--- config.mk ---
export PLATFORM = sky130hd
export DESIGN_NAME = dmem_access_ctrl
export DESIGN_NICKNAME = d
export VERILOG_FILES = /design/src/rtl/dmem_access_ctrl.sv
export SDC_FILE = /design/constraint.sdc
export NUM_CORES = 1
export LEC_CHECK = 0
export CAP_MARGIN = 20
export CORE_UTILIZATION = 46
export CTS_BUF_LIST = sky130_fd_sc_hd__clkbuf_8
export CTS_CLUSTER_DIAMETER = 150
export CTS_CLUSTER_SIZE = 24
export DETAILED_ROUTE_END_ITERATION = 12
export GPL_TIMING_DRIVEN = 0
export MAX_ROUTING_LAYER = met4
export PLACE_DENSITY = 0.87
export SLEW_MARGIN = 40
export SYNTH_ARGS = -nofsm -noshare
export SYNTH_HDL_FRONTEND = slang
export SYNTH_SLANG_ARGS = --single-unit
--- constraint.sdc ---
create_clock -name clk -period 7.7 [get_ports clk]
set_clock_uncertainty 0.05 [all_clocks]
set_input_delay 0.77 -clock clk [delete_from_list [all_inputs] [get_ports clk]]
set_output_delay 0.77 -clock clk [all_outputs]
set_load 0.03 [all_outputs]
--- src/rtl/dmem_access_ctrl.sv ---
// dmem_access_ctrl
//
// Bridges the MEM-stage load/store request onto a simple req/ack data bus.
// It holds the pipeline with stall while an access is outstanding. It returns
// the raw read word on RD. A bus error or a wait timeout aborts the access.
//
// Bus handshake: bus_req is the valid strobe and bus_ack is the ready/complete
// strobe. Once bus_req rises, bus_addr, bus_be, bus_wdata and bus_we stay
// constant up to and including the cycle in which bus_ack is sampled high.
// bus_req then drops for at least one cycle. bus_err and bus_rdata are only
// meaningful in a cycle where bus_ack is high.
//
// Ports:
//   clk, reset          clock, asynchronous active-high reset
//   MemRead, MemWrite   load / store request (both high => store)
//   Addr, byte_en, WD   byte address, lane enables, lane-aligned store data
//   RD                  registered raw read word
//   stall               pipeline hold while the access is outstanding
//   mem_fault           one-cycle pulse on bus error or timeout
//   bus_req, bus_we     request strobe, write qualifier
//   bus_addr            word-aligned address
//   bus_be, bus_wdata   lane enables, store data
//   bus_ack, bus_err    completion, error qualifier
//   bus_rdata           read data
//   state_dbg           current FSM state (0 IDLE, 1 REQ, 2 DONE)
module dmem_access_ctrl #(
    parameter int TIMEOUT = 255
) (
    input  logic        clk,
    input  logic        reset,
    input  logic        MemRead,
    input  logic        MemWrite,
    input  logic [31:0] Addr,
    input  logic [3:0]  byte_en,
    input  logic [31:0] WD,
    output logic [31:0] RD,
    output logic        stall,
    output logic        mem_fault,
    output logic        bus_req,
    output logic        bus_we,
    output logic [31:0] bus_addr,
    output logic [3:0]  bus_be,
    output logic [31:0] bus_wdata,
    input  logic        bus_ack,
    input  logic        bus_err,
    input  logic [31:0] bus_rdata,
    output logic [1:0]  state_dbg
);

    localparam int CNT_W = $clog2(TIMEOUT + 1);
    localparam logic [CNT_W-1:0] TIMEOUT_CNT = CNT_W'(TIMEOUT);

    typedef enum logic [1:0] {
        ST_IDLE = 2'd0,
        ST_REQ  = 2'd1,
        ST_DONE = 2'd2
    } state_t;

    state_t           state_q, state_d;
    logic [CNT_W-1:0] wait_cnt_q, wait_cnt_d;
    logic [CNT_W-1:0] wait_inc;
    logic [31:0]      rd_q, rd_d;
    logic [31:0]      addr_q, addr_d;
    logic [31:0]      wdata_q, wdata_d;
    logic [3:0]       be_q, be_d;
    logic             we_q, we_d;
    logic             fault_q, fault_d;
    logic             access_present;

    // The byte offset is folded into the lane enables upstream.
    logic unused_addr_lsb;
    assign unused_addr_lsb = ^Addr[1:0];

    // A request with no active lanes is a no-op. It never reaches the bus.
    assign access_present = (MemRead || MemWrite) && (byte_en != 4'b0000);
    assign wait_inc       = wait_cnt_q + 1'b1;

    always_comb begin
        state_d    = state_q;
        wait_cnt_d = wait_cnt_q;
        rd_d       = rd_q;
        addr_d     = addr_q;
        wdata_d    = wdata_q;
        be_d       = be_q;
        we_d       = we_q;
        fault_d    = 1'b0;

        case (state_q)
            ST_IDLE: begin
                if (access_present) begin
                    addr_d     = {Addr[31:2], 2'b00};
                    be_d       = byte_en;
                    wdata_d    = WD;
                    // A store takes priority when both requests are high.
                    we_d       = MemWrite;
                    wait_cnt_d = '0;
                    state_d    = ST_REQ;
                end
            end
            ST_REQ: begin
                if (bus_ack) begin
                    // A completion wins over a timeout in the same cycle.
                    if (bus_err) begin
                        rd_d    = 32'h0;
                        fault_d = 1'b1;
                    end else if (!we_q) begin
                        rd_d = bus_rdata;
                    end
                    state_d = ST_DONE;
                end else begin
                    // The count includes the current cycle. With TIMEOUT=N the
                    // access aborts at the end of the Nth REQ cycle.
                    wait_cnt_d = wait_inc;
                    if (wait_inc == TIMEOUT_CNT) begin
                        rd_d    = 32'h0;
                        fault_d = 1'b1;
                        state_d = ST_DONE;
                    end
                end
            end
            ST_DONE: begin
                // The pipeline advances at the end of this cycle.
                // Any request seen now belongs to the finished instruction.
                state_d = ST_IDLE;
            end
            default: begin
                state_d = ST_IDLE;
            end
        endcase
    end

    always_ff @(posedge clk or posedge reset) begin
        if (reset) begin
            state_q    <= ST_IDLE;
            wait_cnt_q <= '0;
            rd_q       <= 32'h0;
            addr_q     <= 32'h0;
            wdata_q    <= 32'h0;
            be_q       <= 4'b0000;
            we_q       <= 1'b0;
            fault_q    <= 1'b0;
        end else begin
            state_q    <= state_d;
            wait_cnt_q <= wait_cnt_d;
            rd_q       <= rd_d;
            addr_q     <= addr_d;
            wdata_q    <= wdata_d;
            be_q       <= be_d;
            we_q       <= we_d;
            fault_q    <= fault_d;
        end
    end

    // bus_req is derived from state. Reset clears it at once, with no wait
    // for a clock edge.
    assign bus_req   = (state_q == ST_REQ);
    assign bus_we    = we_q;
    assign bus_addr  = addr_q;
    assign bus_be    = be_q;
    assign bus_wdata = wdata_q;
    assign RD        = rd_q;
    assign mem_fault = fault_q;
    assign state_dbg = state_q;

    // stall is gated by reset because the IDLE term follows live inputs.
    assign stall = !reset &&
                   (((state_q == ST_IDLE) && access_present) || (state_q == ST_REQ));

endmodule

# ---- Word level (Yosys, flattened, before mapping)
# Cells that the tools add are included.
dict set report totals {
  regBits 110
  out_inout_bits 106
  elab_cells 44
}
dict set report op_classes {
  add_sub_neg 1
  eq_ne 6
  mux 15
  n_reduce_logical 14
}
# op n
set ops {}
lappend ops {{$mux W32} 4}
lappend ops {{$mux W8} 2}
lappend ops {{$pmux W8 S2} 1}
lappend ops {{$add A8 B1 Y8 const B} 1}
lappend ops {{$eq A8 B8 Y1 const B} 1}
lappend ops {{$mux W2} 3}
lappend ops {{$reduce_and A3 Y1} 2}
lappend ops {{$mux W1} 4}
lappend ops {{$ne A2 B2 Y1 const B} 2}
lappend ops {{$pmux W2 S2} 1}
lappend ops {{$reduce_and A2 Y1} 2}
lappend ops {{$reduce_bool A2 Y1} 2}
lappend ops {{$reduce_bool A4 Y1} 1}
lappend ops {{$logic_and A1 B1 Y1} 3}
lappend ops {{$ne A3 B1 Y1 const B} 1}
lappend ops {{$ne A3 B3 Y1 const B} 1}
lappend ops {{$eq A2 B1 Y1 const B} 1}
lappend ops {{$logic_not A2 Y1} 1}
lappend ops {{$logic_or A1 B1 Y1} 2}
lappend ops {{$logic_not A1 Y1} 1}

# ---- Logic depth before layout (Yosys ltp)
dict set report depth {
  word_depth 5
  ltp_mapped 8
}

# ---- Worst setup path after synthesis
# No wires, ideal clock.
dict set report synth_timing {
  path_kind {input to output}
  startpoint {input port MemWrite}
  endpoint {output port stall}
  arrival_time_ns 2.164
  setup_slack_ns 4.716
  stages 5
  cell_sequence {nor2_1 > nor4_2 > clkbuf_1 > inv_1 > a21oi_1}
}
dict set report synth_via {
  elab_chain_cells 5
}
# element line
set synth_rtl {}
lappend synth_rtl {{from (decl)} 32} ;# input logic MemWrite,
lappend synth_rtl {{$logic_or A1 B1 Y1} 75} ;# assign access_present = (MemRead || MemWrite) && (byte_en != 4'b0000);
lappend synth_rtl {{$logic_and A1 B1 Y1} 75}
lappend synth_rtl {{$logic_and A1 B1 Y1} 167} ;# (((state_q == ST_IDLE) && access_present) || (state_q == ST_REQ));
lappend synth_rtl {{$logic_or A1 B1 Y1} 167}
lappend synth_rtl {{$logic_and A1 B1 Y1} 166} ;# assign stall = !reset &&
lappend synth_rtl {{to (decl)} 37} ;# output logic stall,
# No other way between the ends.

# ---- Worst setup path in the final report
# Same ends and word-level chain as after synthesis.

==> summary.md <==
| Metric | Value |
|---|---|
| TNS Setup | 0 ns |
| Hold Path Class | reg -> reg |
| Yosys top cell by area | dfrtp_1 |
| Post-route ant nets | 0 |
| Routed len/inst | 17.1 um |
| Combinational power share | a little under three fifths |
| Synth top area cells | dfrtp_1 59%, mux2_2 16%, a22oi_1 5.1%, o21ai_2 3.7%, nand2_1 3.6% |
| # clock sinks | 110 |
| Max Cap Viol | 0 |
| CP Buf/Inv Count | 4 |
| FMAX | about 240 MHz |
| Vias per inst | around 5.2 |
| Crit path top cell by count | clkdlybuf4s50_1 |
| Initial DRC Count | about 120 |
| Initial antenna violation count | 0 |
| Post-synthesis instance total | 373 |
| Final Net Count | 701 |
| Num ports | about 210 |
| Crit-path slowest cell | clkdlybuf4s50_1 |
| Slowest stage delay, CP | 0.69 ns |
| Core Rows | 36 |
| Final setup fails | 0 |
| Vias | 3,799 |
| Flop pwr share | 32.3% |
| Hold buffers post-CTS | 0 |
| HP Start | bus_addr[18] |
| Diodes inserted | 0 |
| Max Slew Vio Count | 0 |
| Slew @ Worst Pin | 0.820 ns |
| Commonest cells after routing, fill and taps aside | 207 x clkdlybuf4s50_1, 110 x dfrtp_1, 66 x mux2_2, 45 x nand2_1, 32 x a22oi_1 |
| Peak supply drop | 0.260 mV |
| DRC violations left | 0 |
| Gr ovfl total | 0 |
| Setup slack, reg-to-reg | around 5.5 ns |
| Post-CTS Setup Inserts | 0 |
| Core area | 0.00982 mm2 |
| Largest net degree at the start of global routing | 82 |
| Die Span Y | slightly above 100 um |
| CTS Buffer Depth | 2 |
| Number of global-route vias before repair | 3,821 |
| Rel. slew slack | 44.8% |
| FFs w/ async S/R, synth | 100% |
| Total CTS buffers | 9 |
| Power share of the clock group | 10.8% |
| Global-route wire length before repair | 19,000 um |
| Cell Pwr Density | between 400 and 500 mW/mm2 |
| Synth unique cells | 38 |
| Leakage power | between 3 and 4 nW |
| Critical Path End Type | output port |
| Total wire length | 12,500 um |
| Crit path from | MemWrite |
| Int Pwr | 0.00176 W |
| # port buffers | 207 |
| Gr usage total | 24.5% |
| Top FF cell, synth | dfrtp_1 |
| Status | completed |
| Synthesized area | roughly 0.0047 mm2 |
| Register bit count reported by yosys | between 100 and 150 |
| Fin. Hold Viols | 0 |
| Switch share | 42.7% |
| Area Overhead vs Synth | 52.6% |
| Mean post-synth cell area | 12.6 um2 |
| Die width | 103 um |
| Clock Latency Late Sink | 0.36 ns |
| Clk root buf | clkbuf_8 |
| CTS-repair resized insts | 0 |
| Fin cells | 731 |
| Initial core utilization | 47.8% |
| Critical Path RT | 6.88 ns |
| Sequential area share after synthesis | between 50% and 60% |
| Worst Setup Start Kind | input pin |
| Post-synth EDFFs | 0 |
| Final worst path period need | 4.09 ns |
| Layout cells sized above 1 | 19.4% |
| CP max FO | 10 |
| Sw Pwr | 0.00131 W |
| DR pass1 iterations | 4 |
| Post-synth top area share | 58.7% |
| Yosys warns | 0 |
| Detailed placement HPWL | ~9500 um |
| GPL Wtd Cong | 0.842 |
| Crit share post-route | 53.2% |
| Setup CP Type | in -> out |
| Clock slew at reported path FFs | 0.10 ns |
| Worst r2r src | wait_cnt_q[0] |
| Worst EP arrival | 3.27 ns |
| Die ar. | 0.0106 mm2 |
| Commonest non-fill, non-tap cell in the layout | clkdlybuf4s50_1 |
| CTS tree | built |
| DP Cell Count | around 700 |
| H-tree levels | 3 |
| Family with the most delay on the worst path | buffers and inverters |
| RSZ-0062 raised after global routing | no |
| CP Cell Sequence | clkdlybuf4s50_1, nor2_1, nor4_4, clkbuf_1, inv_1, a21oi_1, clkdlybuf4s50_1 |
area by class of cell:
class | count | area [um2]
flip-flops and latches | 110 | 2750
clock buffers | 9 | 124
plain buffers | 24 | 129
well taps | 133 | 166
multi-input cells | 235 | 1810
repair buffers | 208 | 2100
inverters | 5 | 26.3
fillers | 710 | 2660
clock inverters | 7 | 57.6
flip-flops by register name (all words and copies together), names as in the netlist:
name,cells
RD,32
bus_we,1
mem_fault,1
wait_cnt_q,8
bus_wdata,32
bus_be,4
state_dbg,2
bus_addr,30
power by group through the flow:
stage | Combinational (W) | Clock (W) | Sequential, W
after global routing | 0.00185 | 0.000365 | 0.00103
after detailed placement | 0.00176 | 0 | 0.00100
final | 0.00175 | 0.000333 | 0.000994
after CTS | 0.00176 | 0.000342 | 0.000993
after floorplan | 0.000544 | 0 | 0.00149
after global placement | 0.00171 | 0 | 0.000980
final timing paths:
kind,to,depth (start not counted)
min in group asynchronous,bus_addr[19],2
worst max register to register,state_dbg[1],8
worst min-delay path,bus_addr[18],1
worst min register to register,bus_addr[18],1
worst max-delay path,stall,7
max in group asynchronous,bus_wdata[8],3
layer usage:
metal | global-route usage (%) | up-vias | part of all wire [%]
li1 | - | 1779 | -
met1 | 27.5 | 1857 | 38
met2 | 43.9 | 137 | 54
met3 | 3.46 | 26 | 5.5
met4 | 9.97 | 0 | 2.3
met5 | - | - | 0
cells by family after synthesis:
| family | after synthesis | share of synthesized area, % |
|---|---|---|
| simple gates | 72 | 7.73 |
| xor+xnor | 2 | 0.373 |
| flops | 110 | 58.7 |
| compound gates | 91 | 13.7 |
| buf+inv | 29 | 3.15 |
| fa+ha+maj | 2 | 0.533 |
| mux | 66 | 15.8 |
| other cells | 1 | 0.0799 |
per-stage QoR:
step	setup WS (ns)	total power, W	hold WS [ns]	utilization (%)	instance area [um2]
after floorplan	3.98	0.00203	0.428	-	4700
after global routing	3.44	0.00324	0.474	72.9	7160
after detailed placement	3.37	0.00276	0.445	71.0	6970
after CTS	3.36	0.00310	0.466	72.8	7150
after global placement	2.47	0.00269	0.438	70.6	6940
final	3.61	0.00308	0.462	72.9	7160
synth_stat cells (all sizes together), types with 2 or more instances:
cell type and n:
inv 5, and3 2, nand2 45, nand3 5, dfrtp 110, ha 2, and4b 2, nand2b 2
a22oi 32, o21ai 47, mux2 66, a21oi 6, and2 2, nor4 2, buf 8, clkbuf 16
xor2 2, nor2 5
Power figures use the tool's default switching activity.
